File: src/rtl/converge_pkg.sv
// rtl/converge_pkg.sv - shared types, mode codes and width helper for the convergence checker
package converge_pkg;

  typedef enum logic [1:0] {IDLE, ACCUM, DONE} state_t;

  localparam logic MODE_SSQ    = 1'b0;
  localparam logic MODE_MAXABS = 1'b1;

  // Room for the worst-case sum of N*N full-scale squares without overflow.
  function automatic int metric_width(input int width, input int n);
    return 2 * width + $clog2(n * n);
  endfunction

endpackage

File: src/rtl/converge_metric_acc.sv
// rtl/converge_metric_acc.sv - sum-of-squares / max-abs accumulator for one frame
module converge_metric_acc
  import converge_pkg::*;
#(
  parameter int WIDTH = 16,
  parameter int MW    = 36
) (
  input  logic                    clk,
  input  logic                    rst,
  input  logic                    en,
  input  logic                    clear,
  input  logic                    mode,
  input  logic                    diag,
  input  logic signed [WIDTH-1:0] element,
  output logic [MW-1:0]           metric
);

  logic [MW-1:0]           acc;
  logic [MW-1:0]           base;
  logic signed [2*WIDTH-1:0] sq;
  logic signed [WIDTH:0]   ext;
  logic [WIDTH:0]          mag;
  logic [MW-1:0]           sq_ext;
  logic [MW-1:0]           mag_ext;

  assign sq      = element * element;
  // One extra bit so the magnitude of the most negative value is exact.
  assign ext     = {element[WIDTH-1], element};
  assign mag     = ext[WIDTH] ? $unsigned(-ext) : $unsigned(ext);
  assign sq_ext  = {{(MW-2*WIDTH){1'b0}}, $unsigned(sq)};
  assign mag_ext = {{(MW-WIDTH-1){1'b0}}, mag};

  // metric already includes the element offered this cycle, so the frame's
  // final value is available on the same edge that accepts its last element.
  always_comb begin
    base   = clear ? '0 : acc;
    metric = base;
    if (en && !diag) begin
      if (mode == MODE_MAXABS) begin
        metric = (mag_ext > base) ? mag_ext : base;
      end else begin
        metric = base + sq_ext;
      end
    end
  end

  always_ff @(posedge clk or negedge rst) begin
    if (!rst) begin
      acc <= '0;
    end else begin
      acc <= metric;
    end
  end

endmodule

File: src/rtl/converge_check_axi.sv
// rtl/converge_check_axi.sv - streaming matrix convergence detector with framing checks and stability count
module converge_check_axi
  import converge_pkg::*;
#(
  parameter int WIDTH    = 16,
  parameter int N_STOCKS = 4,
  parameter int CONSEC   = 2,
  localparam int MW      = metric_width(WIDTH, N_STOCKS)
) (
  input  logic             clk,
  input  logic             rst,
  input  logic             axiiv,
  input  logic [WIDTH-1:0] axiid,
  input  logic             axiil,
  output logic             axiir,
  input  logic             mode,
  input  logic [MW-1:0]    threshold,
  output logic             axiov,
  output logic             axiod,
  output logic [MW-1:0]    axiod_metric,
  output logic             axiod_stable,
  output logic             frame_err
);

  localparam int CW = $clog2(N_STOCKS);
  localparam int SW = $clog2(CONSEC + 1);
  localparam logic [CW-1:0] LAST_IDX = CW'(N_STOCKS - 1);
  localparam logic [SW-1:0] CONSEC_C = SW'(CONSEC);

  state_t          state, state_nxt;
  logic [CW-1:0]   row, col;
  logic            mode_q;
  logic [MW-1:0]   thr_q;
  logic [SW-1:0]   consec, consec_nxt;

  logic            in_idle, accept, last_pos, frame_end, clean, converged;
  logic            mode_eff;
  logic [MW-1:0]   thr_eff;
  logic [MW-1:0]   metric_nxt;

  assign in_idle   = (state == IDLE);
  assign axiir     = (state != DONE);
  assign accept    = axiiv && axiir;
  assign last_pos  = (row == LAST_IDX) && (col == LAST_IDX);
  assign frame_end = accept && (axiil || last_pos);
  assign clean     = axiil && last_pos;

  // The first element of a frame uses the live mode/threshold; later ones use the latched copy.
  assign mode_eff  = in_idle ? mode : mode_q;
  assign thr_eff   = in_idle ? threshold : thr_q;
  assign converged = (metric_nxt <= thr_eff);

  converge_metric_acc #(
    .WIDTH (WIDTH),
    .MW    (MW)
  ) u_acc (
    .clk     (clk),
    .rst     (rst),
    .en      (accept),
    .clear   (in_idle),
    .mode    (mode_eff),
    .diag    (row == col),
    .element (axiid),
    .metric  (metric_nxt)
  );

  always_comb begin
    state_nxt  = state;
    consec_nxt = '0;
    case (state)
      IDLE, ACCUM: begin
        if (accept) begin
          state_nxt = frame_end ? DONE : ACCUM;
        end
      end
      DONE:    state_nxt = IDLE;
      default: state_nxt = IDLE;
    endcase
    if (clean && converged) begin
      consec_nxt = (consec == CONSEC_C) ? consec : consec + 1'b1;
    end
  end

  always_ff @(posedge clk or negedge rst) begin
    if (!rst) begin
      state        <= IDLE;
      row          <= '0;
      col          <= '0;
      mode_q       <= MODE_SSQ;
      thr_q        <= '0;
      consec       <= '0;
      axiov        <= 1'b0;
      axiod        <= 1'b0;
      axiod_metric <= '0;
      axiod_stable <= 1'b0;
      frame_err    <= 1'b0;
    end else begin
      state <= state_nxt;
      axiov <= frame_end;
      if (accept && in_idle) begin
        mode_q <= mode;
        thr_q  <= threshold;
      end
      if (frame_end) begin
        row <= '0;
        col <= '0;
      end else if (accept) begin
        if (col == LAST_IDX) begin
          col <= '0;
          row <= row + 1'b1;
        end else begin
          col <= col + 1'b1;
        end
      end
      if (frame_end) begin
        axiod_metric <= metric_nxt;
        axiod        <= converged;
        frame_err    <= !clean;
        consec       <= consec_nxt;
        axiod_stable <= (consec_nxt == CONSEC_C);
      end
    end
  end

endmodule
File: config.mk
export PLATFORM = sky130hd
export DESIGN_NAME = converge_check_axi
export DESIGN_NICKNAME = d
export VERILOG_FILES = /design/src/rtl/converge_pkg.sv /design/src/rtl/converge_metric_acc.sv /design/src/rtl/converge_check_axi.sv
export SDC_FILE = /design/constraint.sdc
export NUM_CORES = 1
export LEC_CHECK = 0
export BUFFER_PORTS_ARGS = -buffer_cell sky130_fd_sc_hd__clkbuf_2
export CAP_MARGIN = 20
export CORE_MARGIN = 1.5
export CORE_UTILIZATION = 58
export DETAILED_ROUTE_END_ITERATION = 10
export PLACE_DENSITY = 0.76
export REMOVE_ABC_BUFFERS = 1
export SLEW_MARGIN = 20
export SYNTH_ARGS = -nofsm -noshare
export SYNTH_HDL_FRONTEND = slang
export SYNTH_HIERARCHICAL = 1
export SYNTH_SLANG_ARGS = --single-unit
File: constraint.sdc
create_clock -name clk -period 9.8 [get_ports clk]
set_clock_uncertainty 0.1 [all_clocks]
set_input_delay 1.47 -clock clk [delete_from_list [all_inputs] [get_ports clk]]
set_output_delay 1.47 -clock clk [all_outputs]
set_load 0.02 [all_outputs]
* Word-level counts from Yosys, hierarchy flattened
Index checks and enable logic that the tools add are counted.
** Storage, ports and cells
- Output and inout bits :: 41
- Logic and storage cells :: 61
- Flip-flop bits (word level) :: 121
- Bits of input ports :: 57
** Cells by class
- Reduce and logical (&&, ||, !) cells :: 15
- Add/subtract/negate cells :: 5
- Multiplexer cells :: 18
- Equal/unequal tests :: 8
- $lt $le $gt $ge :: 2
- $mul :: 1
** Operator list (number)
- $mux 36 :: 5
- $add 36x32->36 :: 1
- $gt 17x36->1 :: 1
- $le 36x36->1 :: 1
- $mul 16x16->32 :: 1
- $mux 2 :: 11
- $mux 17 :: 1
- $neg 16->17 :: 1
- $eq 2x2->1 const B :: 4
- $logic_and 1x1->1 :: 7
- $add 2x1->2 const B :: 3
- $ne 2x2->1 const B :: 2
- $reduce_bool 2->1 :: 2
- $eq 2x1->1 const B :: 1
- $eq 2x2->1 :: 1
- $logic_not 1->1 :: 2
- $logic_not 2->1 :: 1
- $reduce_and 2->1 :: 1
- $reduce_or 2->1 :: 1
- $logic_or 1x1->1 :: 1
- $mux 1 :: 1

* Logic depth before layout (Yosys ltp)
- Depth after elaboration :: 10
- Gate-level depth with buffers :: 40
- Gate-level depth less buffers :: 39

* By module
The synthesis kept the hierarchy.
** By module, submodules not included
- converge_metric_acc :: cells an instance 1520, times used 1, sequential area each 900.9 µm², area each 13146.4 µm²
- converge_check_axi :: cells an instance 425, times used 1, sequential area each 2127.0 µm², area each 4444.3 µm²

* Worst setup path before layout
Ideal clock, no wire load.
- Kind :: input -> register
- Start :: in axiid[6]
- End :: reg consec[1]
- Library setup time :: 0.132 ns
- Arrival time :: 10.581 ns
- Stages :: 38
- Required time :: 9.568 ns
- Path slack :: -1.013 ns
- Path buffers :: 4
- Cells stage by stage :: clkbuf_1 -> clkbuf_1 -> nand2_1 -> fa_1 -> inv_1 -> fa_1 -> fa_1 -> fa_1 -> fa_1 -> inv_1 -> fa_1 -> inv_1 -> ha_1 -> buf_6 -> a21o_1 -> a221o_1 -> a21o_1 -> or3_1 -> [2 not listed] -> xnor2_1 -> ha_1 -> clkbuf_1 -> nand3_1 -> nor2_1 -> nand4_1 -> a2bb2oi_1 -> a31oi_1 -> nand3_1 -> a21oi_1 -> mux2_1 -> ha_1 -> nand4_2 -> nor4_2 -> nand3_1 -> o2111a_1 -> a21oi_2 -> o22ai_1
** Between the ends
- Cells in the longest elaborated chain, start to end :: 9
- Elaborated cells between the ends (all ways) :: 11
- Those cells by class :: add/sub (2); mul (1); order compare (2); mux (5); reduce/logical (1)
** Ends and longest elaborated chain
- from (decl) :: line converge_check_axi.sv:13 : input logic [WIDTH-1:0] axiid,
- branches (longest 4 deep; another with $add 36x32->36)
- $mux 36 * :: line converge_metric_acc.sv:39 : if (mode == MODE_MAXABS) begin
- $mux 36 * :: line converge_metric_acc.sv:38 : if (en && !diag) begin
- net metric_nxt[33] :: line converge_check_axi.sv:39 : logic [MW-1:0] metric_nxt;
- $le 36x36->1 * :: line converge_check_axi.sv:51 : assign converged = (metric_nxt <= thr_eff);
- $logic_and 1x1->1 * :: line converge_check_axi.sv:79 : if (clean && converged) begin
- $mux 2 * :: line converge_check_axi.sv:79
- to (signal assigned) :: line converge_check_axi.sv:119 : consec <= consec_nxt;
- to (decl) :: line converge_check_axi.sv:34 : logic [SW-1:0] consec, consec_nxt;
Mark *: on every way through the listed nets, which the timed path passes.
A chain may end at the register's enable or synchronous reset.

* Worst setup path in the final report
- Start :: in axiid[3]
- End :: reg consec[1]
The elaborated chain is that of the path after synthesis.

==> run summary <==
Outcome -> finished with violations
Failing checks -> negative setup slack
All-Layer GR Usage -> 0.342
Mapped Area -> 17,600 µm²
Required time worst endpoint -> 10.01 ns
Main flop type after synthesis -> dfrtp_1
Area leader, netlist -> fa_1
ANT cells -> 0
Hold Path Stages -> 2
Die W -> 177 µm
Drt via density -> 5.69
Synth-to-Final Area Change -> 29.1%
Placeable Area -> 29,700 µm²
Die H -> 177 µm
DR WL/cell -> 19.2 µm
Num ports -> 98
Starting DRT DRC Count -> 973
Final setup violation count -> 4
FMAX -> 98.1 MHz
Global-route wire length before repair -> 84,700 µm
Clk root buf -> clkbuf_16
Clock Path Buffers -> 3
DR vias -> 15,500
Vias in the first global route -> 16,900
Setup WS post-layout -> -0.391 ns
Clk_lat worst skew -> 0.46 ns
Count of cell types in the netlist -> 71
Syn avg cell area -> 9.04 µm²
Final min period -> 10.19 ns
Fill count -> 1,895
Sequential area share after synthesis -> 0.172
CP endpoint kind -> flop
Clk sinks -> 121
Worst Path Arrival -> 10.40 ns
Max-cap violations -> 0
Footprint of the multi-input gates -> 13,700 µm²
Drt first pass iters -> 6
Slew Viols, Final -> 0
Htree depth -> 4
CP most frequent cell -> fa_1
Worst Reg2Reg Path Length in Cells -> 19
Layout cells sized above 1 -> 0.290
DRC viols -> 0
Layout net count -> 2,802
Slew @ Worst Pin -> 1.14 ns
DP Wirelength -> 38,300 µm
Crit-path max FO -> 4
Die area -> 31,400 µm²
TritonCTS Buffers -> 25
RSZ-0062 raised after global routing -> yes
Largest cells by area after synthesis -> fa_1, dfrtp_1, ha_1
Endpoints failing hold -> 0
Max-slew headroom -> 0.237
Synth warn -> 6
Pin count of the biggest net entering global routing -> 64
Post-Synthesis Cells -> 1,945
Routed Wire Length -> 52,300 µm
Worst-path clk slew -> 0.05 ns
Register area -> 3030 µm²
Ys async rst share -> 1.00
#FFs+latches synth -> 121
Worst Hold Class -> flop to flop
Final ANT Viol Nets -> 0
Port-buffer cells -> 97
Crit Path Class -> input port to flop
Initial antenna violation count -> 0
Crit share post-route -> 1.04
CTS tree -> built
Count leader, synth -> inv_1
Worst path slowest cell -> fa_1
RD Place Congestion -> 0.976
Global route overflow -> 0
Synth top cells by count -> inv_1, nand2_1, fa_1, ha_1, dfrtp_1
Effective utilization at floorplan -> 0.592
EDFF count, synth -> 0
Largest stage delay, worst path -> 0.56 ns
CP Launch Type -> input port
Hold_ws -> 0.370 ns
Synth top area share -> 0.271
# rows -> 63
## cells by family after synthesis
group           Yosys count  share of synthesized area
compound gates          290                      0.110
xor+xnor                 83                     0.0413
fa+ha+maj               418                      0.399
buf+inv                 438                     0.0947
flops                   121                      0.172
mux                      77                     0.0468
simple gates            518                      0.136
## sequential cells by signal, summed over array words and instances, names as in the netlist
signal and cells:
mode_q 1, axiod_metric 36, axiod_stable 1, axiod 1
axiov 1, state 2, u_acc/acc 36, col 2
thr_q 36, consec 2, row 2, frame_err 1
## critical path: cells and delay by family
family,cells,cell delay (ns)
xor+xnor,2,0.45
buf+inv,7,0.85
compound gates,12,2.70
fa+ha+maj,9,3.88
simple gates,7,1.05
## per-stage QoR
stage | setup WS (ns) | util | area (µm²) | std cells | TNS, ns
floorplan | -0.577 | - | 17300 | 1873 | -2.22
global placement | -0.941 | 0.690 | 20500 | 2654 | -3.67
detailed placement | -1.11 | 0.690 | 20500 | 2654 | -4.35
CTS | -0.118 | 0.750 | 22300 | 2714 | -0.427
global route | -0.613 | 0.764 | 22700 | 2723 | -2.42
finish | -0.391 | 0.764 | 22700 | 2723 | -1.45
## path summary, 6_finish.rpt
| path | endpoint | slack (ns) | from |
|---|---|---|---|
| worst max-delay path | consec[1]$_DFFE_PN0P_ | -0.39 | axiid[3] |
| worst min-delay path | axiod_metric[25]$_DFFE_PN0P_ | 0.37 | axiod_metric[25]$_DFFE_PN0P_ |
| worst max register to register | consec[1]$_DFFE_PN0P_ | 3.58 | state[0]$_DFFE_PN0P_ |
| worst min register to register | axiod_metric[25]$_DFFE_PN0P_ | 0.37 | axiod_metric[25]$_DFFE_PN0P_ |
| max in group asynchronous | u_acc/acc[31]$_DFF_PN0_ | 7.30 | rst |
| min in group asynchronous | thr_q[10]$_DFFE_PN0P_ | 0.96 | rst |
## routing by layer
layer  part of all wire  vias to the layer above  global-route usage
li1                   -                     7023                   -
met1               0.40                     7690               0.440
met2               0.50                      627               0.587
met3              0.061                      149              0.0369
met4              0.040                        0               0.140
met5                  0                        -                   0
## cell usage in the layout, fill, tap and decap left out, types with 8 or more instances in the layout
| master | n |
|---|---|
| clkbuf_16 | 32 |
| xor2_1 | 23 |
| buf_6 | 21 |
| mux2i_1 | 35 |
| xnor2_1 | 56 |
| mux2_2 | 40 |
| nand3_1 | 27 |
| and2_1 | 29 |
| o22ai_1 | 22 |
| nor2b_1 | 36 |
| inv_2 | 23 |
| buf_4 | 302 |
| nand4_1 | 13 |
| clkbuf_2 | 81 |
| o21a_1 | 12 |
| o21ai_0 | 33 |
| nor2_1 | 75 |
| nand2_2 | 12 |
| a21o_1 | 33 |
| a21oi_2 | 17 |
| o21ai_2 | 8 |
| and3_1 | 10 |
| nor3_1 | 16 |
| ha_1 | 162 |
| o21ai_1 | 8 |
| fa_1 | 221 |
| inv_1 | 340 |
| a21oi_1 | 57 |
| nand2_1 | 227 |
| nand2b_1 | 18 |
| ha_4 | 16 |
| fa_2 | 17 |
| clkbuf_8 | 14 |
| dfrtp_1 | 121 |
## what timing repair did
| action | in CTS | in global routing |
|---|---|---|
| hold buffers | 0 | 0 |
| pin swaps | 105 | 38 |
| setup buffers | 28 | 10 |
| endpoints found under the setup margin | 4 | 4 |
| resized for setup | 197 | 79 |
| gates cloned | 0 | 0 |
## final cells by class
cell class | count | share of cell area
Clock inverter | 1 | 0.000220
Sequential cell | 121 | 0.133
Clock buffer | 32 | 0.0318
Multi-Input combinational cell | 1386 | 0.605
Tap cell | 390 | 0.0215
Timing Repair Buffer | 427 | 0.147
Inverter | 366 | 0.0611
Power is not shown: default switching activity piles up to over one toggle a cycle in this logic, so the estimate is an artifact.
